## config.mk

```make
export PLATFORM = sky130hd
export DESIGN_NAME = asynchronous_fifo_write_controller
export DESIGN_NICKNAME = d
export VERILOG_FILES = /design/src/rtl/asynchronous_fifo_write_controller.sv
export SDC_FILE = /design/constraint.sdc
export NUM_CORES = 1
export LEC_CHECK = 0
export BUFFER_PORTS_ARGS = -buffer_cell sky130_fd_sc_hd__buf_2
export CAP_MARGIN = 0
export CORE_ASPECT_RATIO = 1.75
export CORE_MARGIN = 2
export CORE_UTILIZATION = 55
export DETAILED_ROUTE_END_ITERATION = 10
export PLACE_DENSITY_LB_ADDON = 0.2
export SYNTH_ARGS = -nofsm -noshare
export SYNTH_HDL_FRONTEND = slang
export SYNTH_SLANG_ARGS = --single-unit
```

## constraint.sdc

```tcl
create_clock -name clock -period 8.21 [get_ports clock]
set_clock_uncertainty 0.05 [all_clocks]
set_input_delay 0.4105 -clock clock [delete_from_list [all_inputs] [get_ports clock]]
set_output_delay 0.4105 -clock clock [all_outputs]
set_load 0.1 [all_outputs]
```

## src/rtl/asynchronous_fifo_write_controller.sv

```systemverilog
// asynchronous_fifo_write_controller: write side of an async FIFO (pointers, read-pointer CDC, full/almost_full/overflow).
// Define ASYNC_FIFO_WRITE_LEVEL_EN to add the registered write_level output.
module asynchronous_fifo_write_controller #(
  parameter int DATA_WIDTH = 16,
  parameter int DATA_DEPTH = 4096,
  parameter int ALMOST_FULL_THRESHOLD = DATA_DEPTH - 4
) (
  input  logic                          clock,
  input  logic                          reset_n,
  input  logic                          write_enable,
  input  logic [DATA_WIDTH-1:0]         write_data,
  input  logic [$clog2(DATA_DEPTH)-1:0] read_pointer_gray,
  input  logic                          overflow_clear,
  output logic                          memory_write_enable,
  output logic [$clog2(DATA_DEPTH)-1:0] memory_write_address,
  output logic [DATA_WIDTH-1:0]         memory_write_data,
  output logic [$clog2(DATA_DEPTH)-1:0] write_pointer_gray,
  output logic                          full,
  output logic                          almost_full,
  output logic                          overflow
`ifdef ASYNC_FIFO_WRITE_LEVEL_EN
  ,
  output logic [$clog2(DATA_DEPTH)-1:0] write_level
`endif
);
  localparam int AW = $clog2(DATA_DEPTH);
  localparam logic [AW-1:0] AF_THRESHOLD = AW'(ALMOST_FULL_THRESHOLD);
  function automatic logic [AW-1:0] gray_to_bin(input logic [AW-1:0] g);
    logic [AW-1:0] b;
    b = g;
    for (int i = 1; i < AW; i++) b = b ^ (g >> i);
    return b;
  endfunction
  logic          accept;
  logic [AW-1:0] write_pointer_q, write_pointer_d;
  logic [AW-1:0] write_pointer_gray_q, write_pointer_gray_d;
  logic [AW-1:0] sync1_q, sync1_d, sync2_q, sync2_d;
  logic [AW-1:0] read_pointer_next, fill_next;
  logic          full_q, full_d, almost_full_q, almost_full_d, overflow_q, overflow_d;
  // Flags are evaluated against decode(sync1), which is exactly what sync2 holds next cycle,
  // so sync2 itself has no downstream reader.
  logic          unused_sync2;
  assign unused_sync2 = ^sync2_q;
  always_comb begin
    accept               = reset_n && write_enable && !full_q;
    write_pointer_d      = write_pointer_q + AW'(accept);
    write_pointer_gray_d = write_pointer_d ^ (write_pointer_d >> 1);
    sync1_d              = read_pointer_gray;
    sync2_d              = sync1_q;
    read_pointer_next    = gray_to_bin(sync1_q);
    fill_next            = write_pointer_d - read_pointer_next;
    full_d               = (write_pointer_d + AW'(1)) == read_pointer_next;
    almost_full_d        = fill_next >= AF_THRESHOLD;
    overflow_d           = (write_enable && full_q) || (overflow_q && !overflow_clear);
  end
  always_ff @(posedge clock) begin
    if (!reset_n) begin
      write_pointer_q      <= '0;
      write_pointer_gray_q <= '0;
      sync1_q              <= '0;
      sync2_q              <= '0;
      full_q               <= 1'b0;
      almost_full_q        <= 1'b0;
      overflow_q           <= 1'b0;
    end else begin
      write_pointer_q      <= write_pointer_d;
      write_pointer_gray_q <= write_pointer_gray_d;
      sync1_q              <= sync1_d;
      sync2_q              <= sync2_d;
      full_q               <= full_d;
      almost_full_q        <= almost_full_d;
      overflow_q           <= overflow_d;
    end
  end
`ifdef ASYNC_FIFO_WRITE_LEVEL_EN
  logic [AW-1:0] write_level_q, write_level_d;
  assign write_level_d = fill_next;
  always_ff @(posedge clock) begin
    if (!reset_n) write_level_q <= '0;
    else write_level_q <= write_level_d;
  end
  assign write_level = write_level_q;
`endif
  assign memory_write_enable  = accept;
  assign memory_write_address = write_pointer_q;
  assign memory_write_data    = write_data;
  assign write_pointer_gray   = write_pointer_gray_q;
  assign full                 = full_q;
  assign almost_full          = almost_full_q;
  assign overflow             = overflow_q;
endmodule

```

==> flow_summary.toml, run 1 <==
[outcome]
run_status = "finished, final reports clean"

[drt]
drc_errors = 0
total_vias_in_the_final_route = 1717
drtAntennaViolNets = 0
drt-pass1-iter-count = 4
routedWlPerCell_um = 13.8
wirelength_um = 4600
drt_iter0_markers = 30
via_density = 5.14

[clock_tree]
clock_insertion_delay_worst_skew_ns = 0.29
cts-buffers-inserted = 5
cts_max_path_buffers = 2
cts_resized = 0
cts_tree = "done"
clock-sinks = 38
clk_pin_slew_worst_paths_ns = 0.08
post-cts-setup-buffer-count = 0
clk_root_buffer_cell = "sky130_fd_sc_hd__clkbuf_8"
ctsHoldBuffers = 0
cts.htree.levels = 2

[placed_design]
finalWeightedCongestion = 0.935
detailedPlacementHpwl_um = 3670
placedCellCount = 326
numPortBuffers = 43

[critical_path]
critical_path_peak_fanout = 6
crit_type = "flop to flop"
timing.critical_path.from_type = "flop"
critical_path.top_delay_family = "XOR/XNOR gates"
critical_path.n_buffers_inverters = 0
cp_data_arrival_time_ns = 3.48
max_stage_delay_ns = 0.37
critPathSlowestCell = "sky130_fd_sc_hd__xnor2_4"
cp_cell_instances = "xnor2_4 -> xor2_4 -> xnor2_4 -> xnor2_4 -> xnor2_1 -> ha_1 -> nor2b_1 -> o21a_1 -> o211ai_1 -> a21boi_0 -> o211ai_1 -> a31oi_1 -> o2111a_1"
crit_path_end_kind = "flop"
critical-path-top-cell-by-count = "sky130_fd_sc_hd__xnor2_4"
cp.required_ns = 8.34

[timing]
timing.slew.headroom = 0.608
max_freq_mhz = 299
setup_tns_ns = 0
fin_crit_period_ns = 3.35
transition_time_at_the_pin_with_the_least_slew_margin_ns = 0.584
hold_ws_ns = 0.277
hold_violations = 0
final_max_slew_viol_count = 0
grt_setup_unrepaired = "false"
fin_crit_sh = 0.408
finalSetupViolations = 0

[finish]
num-nets-final = 337
antenna-diode-count = 0
layout.area.seq_um2 = 761
final.fill_count = 411
final_layout_size_suffix_gt1_frac = 0.205
flow.area_growth_from_synthesis_pct = 9.16
multi_input_area_um2 = 1550
layoutNonFillerInstCount = 334

[power]
power.static_leakage_nw = 1.31
vdd_ir_drop_max_uv = 127
power_per_cell_area_nw_per_um2 = 179
total_power_mw = 0.486

[synthesis]
synth_enable_flop_cells = 0
synth_top_area_cell = "sky130_fd_sc_hd__dfxtp_1"
synth_seq_cells = 38
synth_top_flop_cell = "sky130_fd_sc_hd__dfxtp_1"
synth.top_cells.by_area = "sky130_fd_sc_hd__dfxtp_1 31%, sky130_fd_sc_hd__xnor2_1 12%, sky130_fd_sc_hd__ha_1 12%"
synthesis.instances = 253
yosys.cell_types.count = 36
syn_area_um2 = 2490
synthesis.yosys.warnings = 0
syn_nets = 308
async_reset_ff_frac = 0
synthDominantCellAreaShare = 0.306
yosysSeqAreaShare = 0.306
avgSynthCellArea_um2 = 9.83

[worst_hold_path]
hold_path_class = "primary input to flop"

[job]
cap_violations = 0

[floorplanning]
die_area_um2 = 5100
initial_utilization = 0.570
fp.dieH_um = 92.9
core-area_um2 = 4360
rows = 32
die_w_um = 54.8
pin_count = 76

[global_routing]
first_global_vias = 1667
globalRoute.totalOverflow = 0
groute.usage.overall = 0.207
antenna_found_initial = 0
grt_max_degree = 40
grt_first_pass_wirelength_um = 7530
-- layer usage --
layer	track usage	wire length, um	part of all wire	up-vias
met3	0.0484	191	0.042	12
met5	0	0	0	-
met1	0.219	1770	0.38	778
met4	0.0979	145	0.032	0
met2	0.359	2490	0.54	40
li1	-	-	-	887
-- cells by family after synthesis --
| logic type | after synthesis | synth area share |
|---|---|---|
| multiplexers | 1 | 0.00403 |
| AO/OA/AOI/OAI | 20 | 0.0554 |
| XOR/XNOR | 58 | 0.254 |
| buffers and inverters | 31 | 0.0725 |
| adder cells (fa/ha/maj) | 23 | 0.116 |
| flip-flops | 38 | 0.306 |
| AND/OR/NAND/NOR | 82 | 0.193 |
-- path summary, 6_finish.rpt --
kind	start	endpoint	slack, ns	depth (start not counted)
max	sync1_q[10]$_SDFF_PN0_	almost_full$_SDFF_PN0_	4.86	13
min reg2reg	overflow$_SDFF_PN0_	overflow$_SDFF_PN0_	0.43	2
max reg2reg	sync1_q[10]$_SDFF_PN0_	almost_full$_SDFF_PN0_	4.86	13
min	read_pointer_gray[6]	sync1_q[6]$_SDFF_PN0_	0.28	2
-- sequential cells by signal, summed over array words and instances, names as in the netlist --
| name | flops |
|---|---|
| sync1_q | 12 |
| write_pointer_gray | 12 |
| memory_write_address | 11 |
| almost_full | 1 |
| full | 1 |
| overflow | 1 |
-- synth_stat cells (2+ instances only) --
library cell,number
sky130_fd_sc_hd__dfxtp_1,38
sky130_fd_sc_hd__xnor2_1,35
sky130_fd_sc_hd__and2_1,29
sky130_fd_sc_hd__ha_1,23
sky130_fd_sc_hd__buf_4,17
sky130_fd_sc_hd__xor2_1,15
sky130_fd_sc_hd__inv_1,10
sky130_fd_sc_hd__nand2_1,10
sky130_fd_sc_hd__nand3_1,9
sky130_fd_sc_hd__nor2b_1,9
sky130_fd_sc_hd__a21oi_1,6
sky130_fd_sc_hd__and3_1,6
sky130_fd_sc_hd__and4_1,4
sky130_fd_sc_hd__clkbuf_1,4
sky130_fd_sc_hd__nor2_1,4
sky130_fd_sc_hd__xnor2_4,4
sky130_fd_sc_hd__nand4_1,3
sky130_fd_sc_hd__nor3_1,3
sky130_fd_sc_hd__o211ai_1,3
sky130_fd_sc_hd__a21boi_0,2
sky130_fd_sc_hd__o2111ai_1,2
sky130_fd_sc_hd__o21a_1,2
sky130_fd_sc_hd__xnor2_2,2
-- per-stage QoR --
stage	instance area (um2)	util	worst slack, ns
floorplan	2490	-	3.56
global placement	2620	0.601	4.56
detailed placement	2620	0.601	4.58
CTS	2710	0.622	4.85
global route	2710	0.622	4.53
finish	2710	0.622	4.86
-- where the power goes --
part	internal [mW]	switching (mW)
Clock	0.0677	0.0637
Combinational	0.0715	0.0904
Sequential	0.189	0.00373
-- placed cells by master (no fill, tap or decap), types with 2 or more instances in the layout --
master                      synthesis  final
sky130_fd_sc_hd__buf_2              0     43
sky130_fd_sc_hd__dfxtp_1           38     38
sky130_fd_sc_hd__xnor2_1           35     35
sky130_fd_sc_hd__and2_1            29     29
sky130_fd_sc_hd__ha_1              23     23
sky130_fd_sc_hd__xor2_1            15     15
sky130_fd_sc_hd__nand2_1           10     10
sky130_fd_sc_hd__inv_1             10     10
sky130_fd_sc_hd__nand3_1            9      9
sky130_fd_sc_hd__nor2b_1            9      9
sky130_fd_sc_hd__and3_1             6      6
sky130_fd_sc_hd__a21oi_1            6      6
sky130_fd_sc_hd__clkbuf_8           0      6
sky130_fd_sc_hd__nor2_1             4      4
sky130_fd_sc_hd__and4_1             4      4
sky130_fd_sc_hd__xnor2_4            4      4
sky130_fd_sc_hd__nand4_1            3      3
sky130_fd_sc_hd__o211ai_1           3      3
sky130_fd_sc_hd__nor3_1             3      3
sky130_fd_sc_hd__xnor2_2            2      2
sky130_fd_sc_hd__a21boi_0           2      2
sky130_fd_sc_hd__o21a_1             2      2
sky130_fd_sc_hd__o2111ai_1          2      2
-- final cells by class --
class | count | area share
Multi-Input combinational cell | 184 | 0.569
Sequential cell | 38 | 0.280
Timing Repair Buffer | 43 | 0.0793
Clock buffer | 7 | 0.0318
Tap cell | 51 | 0.0235
Inverter | 10 | 0.0138
Clock inverter | 1 | 0.00184
No activity file was read; power rests on OpenSTA's default activity.
==> inputs of run 2 (changes only) <==
CORE_UTILIZATION = 52   (was 55)
clock period = 3.4 ns   (was 8.21 ns; I/O delays follow)
==> run 2 against run 1 <==
  * Routed wire length grew 3.0%
  * Sequential power increased by 140%
  * Sequential cell count did not move
  * Via count up 0.76%
  * Core utilization down 1.2 points
  * Cell count up 1.5%
  * Worst setup slack got worse by 4.6 ns
  * Critical path depth grew 1
  * Global-route usage down 1.2 points
  * Register-to-register slack got worse by 4.6 ns
  * Largest cell class unchanged
==> flow_summary.toml, run 2 (synthesis gave the netlist of run 1 again) <==
[timing]
timing.slew.headroom = 0.657
transition_time_at_the_pin_with_the_least_slew_margin_ns = 0.513
max_freq_mhz = 316
hold_violations = 0
fin_crit_period_ns = 3.16
setup_tns_ns = 0
fin_crit_sh = 0.931
finalSetupViolations = 0
grt_setup_unrepaired = "false"
final_max_slew_viol_count = 0

[job]
cap_violations = 0

[worst_hold_path]
worst_hold_path_startpoint = "read_pointer_gray[6]"
hold_path_class = "primary input to flop"

[clock_tree]
cts_max_path_buffers = 2
cts.htree.levels = 2
ctsHoldBuffers = 0
clk_root_buffer_cell = "sky130_fd_sc_hd__clkbuf_8"
clock_insertion_delay_worst_skew_ns = 0.30
cts-buffers-inserted = 5
cts_tree = "done"
clock-sinks = 38
clk_pin_slew_worst_paths_ns = 0.08

[critical_path]
start_point_of_the_critical_path = "sync1_q[10]$_SDFF_PN0_"
crit_type = "flop to flop"
cp_data_arrival_time_ns = 3.30
worstReg2RegStart = "sync1_q[10]$_SDFF_PN0_"
critical_path_peak_fanout = 6
crit_path_end_kind = "flop"
timing.critical_path.from_type = "flop"
cp.required_ns = 3.53

[global_routing]
groute.usage.overall = 0.194
grt_first_pass_wirelength_um = 7840
first_global_vias = 1680
antenna_found_initial = 0
grt_max_degree = 39
globalRoute.totalOverflow = 0

[placed_design]
finalWeightedCongestion = 0.919
numPortBuffers = 43
post_dp_cell_area_um2 = 2690
detailedPlacementHpwl_um = 3890

[finish]
flow.area_growth_from_synthesis_pct = 13.4
final_common_cell = "sky130_fd_sc_hd__buf_2"
num-nets-final = 341
final.fill_count = 426
antenna-diode-count = 0
final_layout_size_suffix_gt1_frac = 0.258
layout.cell_area.non_filler_um2 = 2820
final_cell_mix = "43 x sky130_fd_sc_hd__buf_2, 36 x sky130_fd_sc_hd__dfxtp_1, 33 x sky130_fd_sc_hd__xnor2_1"

[power]
netsw_mw = 0.382
power_per_cell_area_nw_per_um2 = 439
power_frac_comb = 0.320
switching_share_of_power = 0.309
clockPowerShare = 0.303
cellInternalPower_mw = 0.854
power.static_leakage_nw = 1.35
vdd_ir_drop_max_uv = 310
seqPwrFrac = 0.377

[drt]
via_density = 5.10
drt_iter0_markers = 34
routedWlPerCell_um = 14.0
drc_errors = 0
total_vias_in_the_final_route = 1730
drtAntennaViolNets = 0
wirelength_um = 4740
drt-pass1-iter-count = 2

[floorplanning]
pin_count = 76
fp.dieH_um = 95.5
die_area_um2 = 5370
initial_utilization = 0.538
die_w_um = 56.3
rows = 33
core-area_um2 = 4620

[outcome]
run_status = "finished, final reports clean"
==> run 2: cell types whose count changed in the layout (fill, tap and decap cells not counted), moves of 2 or more <==
| cell | before | now |
|---|---|---|
| sky130_fd_sc_hd__ha_1 | 23 | 21 |
| sky130_fd_sc_hd__dfxtp_1 | 38 | 36 |
| sky130_fd_sc_hd__buf_4 | 0 | 4 |
| sky130_fd_sc_hd__a21oi_2 | 0 | 2 |
| sky130_fd_sc_hd__xnor2_1 | 35 | 33 |
| sky130_fd_sc_hd__xnor2_2 | 2 | 4 |
| sky130_fd_sc_hd__a21oi_1 | 6 | 4 |
| sky130_fd_sc_hd__nor2_1 | 4 | 2 |
| sky130_fd_sc_hd__dfxtp_2 | 0 | 2 |
==> run 2: layer usage <==
| layer | track usage | vias to the layer above | part of all wire |
|---|---|---|---|
| li1 | - | 892 | - |
| met1 | 0.201 | 792 | 0.37 |
| met2 | 0.367 | 37 | 0.57 |
| met3 | 0.0312 | 9 | 0.031 |
| met4 | 0.105 | 0 | 0.027 |
| met5 | 0 | - | 0 |
==> run 2: area by class of cell <==
type | count | area (um2) | area share
clock inverter | 3 | 40.0 | 0.0142
inverter | 10 | 37.5 | 0.0133
tap | 52 | 65.1 | 0.0231
clock buffer | 5 | 68.8 | 0.0244
timing repair buffer | 47 | 245 | 0.0870
multi-input combinational | 184 | 1600 | 0.567
sequential | 38 | 763 | 0.271
==> run 2: worst paths after layout <==
| kind | endpoint | slack (ns) | cells past startpoint |
|---|---|---|---|
| setup / recovery | almost_full$_SDFF_PN0_ | 0.24 | 14 |
| hold / removal | sync1_q[6]$_SDFF_PN0_ | 0.02 | 2 |
| setup reg to reg | almost_full$_SDFF_PN0_ | 0.24 | 14 |
| hold reg to reg | overflow$_SDFF_PN0_ | 0.43 | 2 |
==> run 2: per-stage QoR <==
stage / hold slack, ns / cells / utilization / setup slack [ns] / total power, mW
after global placement: 0.291 / 329 / 0.581 / 0.307 / 0.864
after detailed placement: 0.291 / 329 / 0.581 / 0.177 / 0.869
after CTS: 0.0194 / 337 / 0.605 / 0.153 / 1.24
after global routing: 0.0272 / 339 / 0.610 / 0.00837 / 1.30
after floorplan: 0.247 / 253 / - / 0.0121 / 0.889
final: 0.0215 / 339 / 0.610 / 0.236 / 1.24
==> run 2: power by group through the flow <==
stage          sequential, mW  clock, mW  combinational [mW]
2_1_floorplan           0.502          0               0.387
3_5_place_dp            0.476          0               0.392
4_1_cts                 0.466      0.384               0.394
6_report                0.466      0.374               0.396
5_1_grt                 0.468      0.401               0.431
3_3_place_gp            0.476          0               0.388
==> run 2: worst max-delay path: stages, from the launching register on <==
cell                       delay [ns]
sky130_fd_sc_hd__dfxtp_1         0.41
sky130_fd_sc_hd__xnor2_4         0.14
sky130_fd_sc_hd__buf_4           0.15
sky130_fd_sc_hd__xor2_4          0.24
sky130_fd_sc_hd__xnor2_4         0.15
sky130_fd_sc_hd__xnor2_4         0.28
sky130_fd_sc_hd__xnor2_1         0.15
sky130_fd_sc_hd__ha_1            0.24
sky130_fd_sc_hd__nor2b_1         0.14
sky130_fd_sc_hd__o21a_1          0.18
sky130_fd_sc_hd__o211ai_1        0.24
sky130_fd_sc_hd__a21boi_1        0.13
sky130_fd_sc_hd__o211ai_1        0.21
sky130_fd_sc_hd__a31oi_1         0.10
sky130_fd_sc_hd__o2111a_1        0.25
==> run 2: timing repair <==
item | in CTS | in global routing
setup endpoints to repair | 0 | 1
resized for setup | 0 | 2
setup buffers | 0 | 2
